<file path="src/rtl/cp0_pkg.sv">
// CP0 register numbers, field positions and exception codes
// shared by the coprocessor-0 unit and its request arbiter.
package cp0_pkg;

  localparam logic [4:0] CP0_SR    = 5'd12;
  localparam logic [4:0] CP0_CAUSE = 5'd13;
  localparam logic [4:0] CP0_EPC   = 5'd14;
  localparam logic [4:0] CP0_PRID  = 5'd15;

  localparam int SR_IE     = 0;
  localparam int SR_EXL    = 1;
  localparam int SR_IM_LO  = 10;
  localparam int SR_IM_HI  = 15;

  localparam int CA_EXC_LO = 2;
  localparam int CA_EXC_HI = 6;
  localparam int CA_IP_LO  = 10;
  localparam int CA_IP_HI  = 15;
  localparam int CA_BD     = 31;

  localparam logic [31:0] PRID_VAL = 32'h2023_0007;

  typedef enum logic [4:0] {
    EXC_INT  = 5'd0,
    EXC_ADEL = 5'd4,
    EXC_ADES = 5'd5,
    EXC_SYS  = 5'd8,
    EXC_RI   = 5'd10,
    EXC_OV   = 5'd12
  } exc_code_e;

  function automatic logic [31:0] pack_sr(
    input logic [5:0] im,
    input logic       exl,
    input logic       ie
  );
    logic [31:0] v;
    v = '0;
    v[SR_IM_HI:SR_IM_LO] = im;
    v[SR_EXL] = exl;
    v[SR_IE]  = ie;
    return v;
  endfunction

  function automatic logic [31:0] pack_cause(
    input logic       bd,
    input logic [5:0] ip,
    input logic [4:0] exc
  );
    logic [31:0] v;
    v = '0;
    v[CA_BD] = bd;
    v[CA_IP_HI:CA_IP_LO]   = ip;
    v[CA_EXC_HI:CA_EXC_LO] = exc;
    return v;
  endfunction

endpackage

</file>
<file path="src/rtl/cp0_req_arb.sv">
// Combinational exception/interrupt arbiter: decides whether the
// M-stage instruction traps this cycle and which ExcCode is logged.
module cp0_req_arb
  import cp0_pkg::*;
(
  input  logic [5:0] i_hw_int,
  input  logic [5:0] i_sr_im,
  input  logic       i_sr_ie,
  input  logic       i_sr_exl,
  input  logic [4:0] i_exc_code,
  output logic       o_int_req,
  output logic       o_exc_req,
  output logic       o_req,
  output logic [4:0] o_exc_code
);

  logic w_int_pend;

  assign w_int_pend = |(i_hw_int & i_sr_im);
  assign o_int_req  = w_int_pend & i_sr_ie & ~i_sr_exl;
  assign o_exc_req  = (i_exc_code != 5'd0) & ~i_sr_exl;
  assign o_req      = o_int_req | o_exc_req;

  // interrupts win over any synchronous exception in the same slot
  assign o_exc_code = o_int_req ? EXC_INT : i_exc_code;

endmodule

</file>
<file path="src/rtl/cp0_unit.sv">
// Coprocessor 0: SR/Cause/EPC/PRId, trap entry, eret and mtc0/mfc0
// for the M stage; raises req to flush the pipeline on a trap.
module cp0_unit
  import cp0_pkg::*;
(
  input  logic        clk,
  input  logic        rst,
  input  logic        we,
  input  logic [4:0]  addr,
  input  logic [31:0] wdata,
  output logic [31:0] rdata,
  input  logic [31:0] vpc,
  input  logic        bd_in,
  input  logic [4:0]  exc_code_in,
  input  logic        eret,
  input  logic [5:0]  hw_int,
  output logic        req,
  output logic [31:0] epc_out
);

  logic [5:0]  r_sr_im;
  logic        r_sr_exl;
  logic        r_sr_ie;
  logic        r_cause_bd;
  logic [5:0]  r_cause_ip;
  logic [4:0]  r_cause_exc;
  logic [31:0] r_epc;

  logic        w_int_req;
  logic        w_exc_req;
  logic        w_req;
  logic [4:0]  w_exc_code;
  logic [31:0] w_vpc_al;
  logic [31:0] w_epc_trap;
  logic        w_wr_sr;
  logic        w_wr_epc;

  cp0_req_arb u_arb (
    .i_hw_int   (hw_int),
    .i_sr_im    (r_sr_im),
    .i_sr_ie    (r_sr_ie),
    .i_sr_exl   (r_sr_exl),
    .i_exc_code (exc_code_in),
    .o_int_req  (w_int_req),
    .o_exc_req  (w_exc_req),
    .o_req      (w_req),
    .o_exc_code (w_exc_code)
  );

  assign req = w_req;

  // a delay-slot trap restarts at the branch itself
  assign w_vpc_al   = vpc & ~32'h3;
  assign w_epc_trap = bd_in ? (w_vpc_al - 32'd4)
                            : w_vpc_al;

  assign w_wr_sr  = we & (addr == CP0_SR);
  assign w_wr_epc = we & (addr == CP0_EPC);

  always_ff @(posedge clk) begin
    if (rst) begin
      r_sr_im     <= '0;
      r_sr_exl    <= 1'b0;
      r_sr_ie     <= 1'b0;
      r_cause_bd  <= 1'b0;
      r_cause_ip  <= '0;
      r_cause_exc <= '0;
      r_epc       <= '0;
    end else begin
      r_cause_ip <= hw_int;
      if (w_req) begin
        r_sr_exl    <= 1'b1;
        r_cause_exc <= w_exc_code;
        r_cause_bd  <= bd_in;
        r_epc       <= w_epc_trap;
      end else begin
        if (w_wr_sr) begin
          r_sr_im <= wdata[SR_IM_HI:SR_IM_LO];
          r_sr_ie <= wdata[SR_IE];
        end
        if (w_wr_epc) r_epc <= wdata;
        if (eret)         r_sr_exl <= 1'b0;
        else if (w_wr_sr) r_sr_exl <= wdata[SR_EXL];
      end
    end
  end

  always_comb begin
    rdata = '0;
    unique case (1'b1)
      addr == CP0_SR:
        rdata = pack_sr(r_sr_im, r_sr_exl, r_sr_ie);
      addr == CP0_CAUSE:
        rdata = pack_cause(r_cause_bd, r_cause_ip,
                           r_cause_exc);
      addr == CP0_EPC:  rdata = r_epc;
      addr == CP0_PRID: rdata = PRID_VAL;
      default:          rdata = '0;
    endcase
  end

  // eret in the slot right after mtc0 EPC sees the new value
  assign epc_out = (w_wr_epc & ~w_req) ? wdata : r_epc;

  logic w_unused;
  assign w_unused = w_exc_req;

endmodule

</file>
<file path="config.mk">
export PLATFORM = sky130hd
export DESIGN_NAME = cp0_unit
export DESIGN_NICKNAME = d
export VERILOG_FILES = /design/src/rtl/cp0_pkg.sv /design/src/rtl/cp0_req_arb.sv /design/src/rtl/cp0_unit.sv
export SDC_FILE = /design/constraint.sdc
export NUM_CORES = 1
export LEC_CHECK = 0
export BUFFER_PORTS_ARGS = -buffer_cell sky130_fd_sc_hd__buf_2
export CORE_UTILIZATION = 54
export CTS_BUF_LIST = sky130_fd_sc_hd__clkbuf_4 sky130_fd_sc_hd__clkbuf_8
export DETAILED_ROUTE_END_ITERATION = 6
export PLACE_DENSITY_LB_ADDON = 0.1
export SYNTH_ARGS = -nofsm -noshare
export SYNTH_HDL_FRONTEND = slang
export SYNTH_SLANG_ARGS = --single-unit
</file>
<file path="constraint.sdc">
create_clock -name clk -period 3.2 [get_ports clk]
set_clock_uncertainty 0.15 [all_clocks]
set_input_delay 0 -clock clk [delete_from_list [all_inputs] [get_ports clk]]
set_output_delay 0 -clock clk [all_outputs]
set_load 0.05 [all_outputs]
</file>
==> results by group <==
Outcome
  – Status: complete, no violations

Cells and area
  – Area Growth Syn to Fin: 38.6%
  – Final Non-Filler Cells: 701
  – Leading cell type in the layout, fill and taps excluded: buf_2
  – Final Core Density: 0.795
  – # fillers: 463
  – Diode count: 0
  – Commonest non-fill, non-tap cells in the layout: buf_2, dlygate4sd3_1, dfxtp_1
  – Share of cells above drive strength 1: 0.333
  – Net count, final: 709

Placed design
  – Gpl congestion: 0.864
  – Dpl hpwl: 7990 um
  – Inst Count DP: 637
  – IO buf count: 147

Synthesis
  – Register area share after synthesis: 0.279
  – Synth Net Count: 528
  – Cell count after synthesis: 442
  – Yosys reg bits: 52
  – Yosys cell types: 46
  – EDFF count, synth: 0
  – Mapped cell area: 3720 um^2
  – Fraction of registers with async set/reset: 0
  – Syn Area/Cell: 8.43 um^2
  – Synth warn: 0
  – Ys flop type: dfxtp_1

Routing
  – Initial DRC count: 294
  – Vias per inst: 6.41
  – WL/cell: 18.0 um
  – Via count: 4494
  – Total Wirelength: 12600 um
  – Routed Antenna Nets: 0
  – Drt drc: 0
  – Iteration count of the initial detailed-routing pass: 5

Timing
  – Fin crit period: 3.07 ns
  – Worst-Margin Slew: 0.944 ns
  – Max-Slew Margin vs Limit: 0.370
  – RSZ-0062 raised after global routing: false
  – Final Cycle Share: 0.960
  – Hold WS: 0.000112 ns
  – Slew Viols, Final: 0
  – Count of final setup violators: 0
  – Setup TNS: 0 ns
  – F_max: 325 MHz
  – Final hold vios: 0

Critical path
  – CP Capture Type: register
  – WP data arrival: 3.19 ns
  – Kind of critical path: primary input to register
  – Worst Path Required: 3.31 ns
  – Worst Setup Start Kind: primary input
  – Max FO, Critical Path: 8

Floorplanning
  – Rows: 29
  – Die area: 7230 um^2
  – Die Wd: 85.1 um
  – Die H: 85.1 um
  – Starting Density: 0.573
  – Core area: 6490 um^2
  – # IOs: 150

CTS
  – TritonCTS clock tree: yes
  – CTS Buf Count: 5
  – Clock Path Buffers: 2
  – Clk_lat worst skew: 0.32 ns
  – Clk root buf: clkbuf_8
  – H-tree Lvls: 2
  – Clock Sinks: 52
  – Clk slew on worst S/H paths: 0.10 ns

Flow run
  – Max cap viols: 0

Global route
  – GRT Util Overall: 0.351
  – Number of global-route vias before repair: 4194
  – Largest net degree at the start of global routing: 56
  – Global-route wire length before repair: 20400 um
  – Total grt overflow: 0
  – Initial antenna violation count: 0

Power and ir drop
  – Power, Total: 1700 uW
  – Pleak: 0.00224 uW
  – VDD IR-drop max: 0.207 mV
  – P per Cell Area: 329 nW/um^2

Worst hold path
  – Hold/Removal Path Class: primary input to register
[state kept, by name (all words and copies together), names as in the netlist]
register,cells
r_sr_exl,1
r_cause_bd,1
r_epc,32
r_cause_ip,6
r_cause_exc,5
r_sr_ie,1
r_sr_im,6
[kinds of logic (layout without fill, tap and decap cells)]
kind of cell,Yosys count,after routing,share of synthesized area
compound gates,104,104,0.213
xor+xnor,16,16,0.0376
fa+ha+maj,1,1,0.00336
buf+inv,43,225,0.0450
flops,52,52,0.279
mux,52,52,0.150
simple gates,174,174,0.271
[timing repair]
item | 4_1_cts | 5_1_grt
resized for setup | 0 | 2
setup endpoints to repair | 0 | 6
buffers inserted | 0 | 2
endpoints found under the hold margin | 49 | 0
hold buffers | 54 | 0
[through the flow]
stage	setup slack (ns)	cell area [um^2]
3_3_place_gp	0.832	4500
5_1_grt	0.0328	5160
3_5_place_dp	0.759	4500
6_report	0.127	5160
2_1_floorplan	1.07	3720
4_1_cts	0.00330	5140
[worst paths after layout]
path                   start    endpoint  slack [ns]  cells past startpoint
setup / recovery      vpc[8]   r_epc[24]        0.13                      7
hold / removal      wdata[3]    r_epc[3]      0.0001                      4
setup reg to reg  r_sr_im[1]   r_epc[31]        0.59                      6
hold reg to reg   r_cause_bd  r_cause_bd        0.34                      2
[report_power, final]
| group | leakage [uW] | internal [uW] | switching (uW) |
|---|---|---|---|
| clock | 0.0000448 | 165 | 236 |
| combinational | 0.00177 | 216 | 348 |
| sequential | 0.000431 | 694 | 37.2 |
[synthesized netlist by cell type (2+ instances only)]
| master | n | area [um^2] |
|---|---|---|
| a2111oi_0 | 29 | 254 |
| a211oi_1 | 16 | 120 |
| a21boi_0 | 2 | 15.0 |
| a21oi_1 | 11 | 55.1 |
| a22oi_1 | 8 | 60.1 |
| a311oi_1 | 14 | 123 |
| and2_1 | 14 | 87.6 |
| and3_1 | 31 | 194 |
| buf_1 | 2 | 7.51 |
| buf_2 | 5 | 25.0 |
| clkbuf_1 | 32 | 120 |
| dfxtp_1 | 52 | 1040 |
| inv_1 | 4 | 15.0 |
| mux2_2 | 32 | 360 |
| mux2i_1 | 20 | 200 |
| nand2_1 | 11 | 41.3 |
| nand2b_1 | 16 | 100 |
| nand4_1 | 6 | 37.5 |
| nor2_1 | 35 | 131 |
| nor2b_1 | 9 | 56.3 |
| nor3_1 | 8 | 40.0 |
| nor4_1 | 11 | 68.8 |
| o21ai_0 | 8 | 40.0 |
| o21bai_1 | 2 | 15.0 |
| o31ai_1 | 9 | 67.6 |
| or3_1 | 8 | 50.1 |
| or4_1 | 14 | 105 |
| xnor2_1 | 11 | 96.3 |
| xor2_1 | 5 | 43.8 |
[critical path, stage by stage]
cell	delay, ns
dlygate4sd3_1	0.53
buf_2	0.15
or4_4	0.60
or4_4	0.58
or4_1	0.48
a311oi_1	0.27
dlygate4sd3_1	0.58
[layer usage]
metal | GRT usage | up-vias | part of all wire
met5 | 0 | - | 0
met1 | 0.433 | 2067 | 0.40
met3 | 0.0584 | 59 | 0.089
met2 | 0.587 | 287 | 0.47
met4 | 0.183 | 0 | 0.048
li1 | - | 2081 | -
[layout make-up]
class / count / area [um^2] / share of cell area
sequential: 52 / 1040 / 0.202
clock inverter: 2 / 16.3 / 0.00315
clock buffer: 6 / 76.3 / 0.0148
inverter: 4 / 15.0 / 0.00291
multi-input combinational: 347 / 2550 / 0.494
tap: 77 / 96.3 / 0.0187
timing repair buffer: 213 / 1370 / 0.265
No activity file was read; power rests on OpenSTA's default activity.
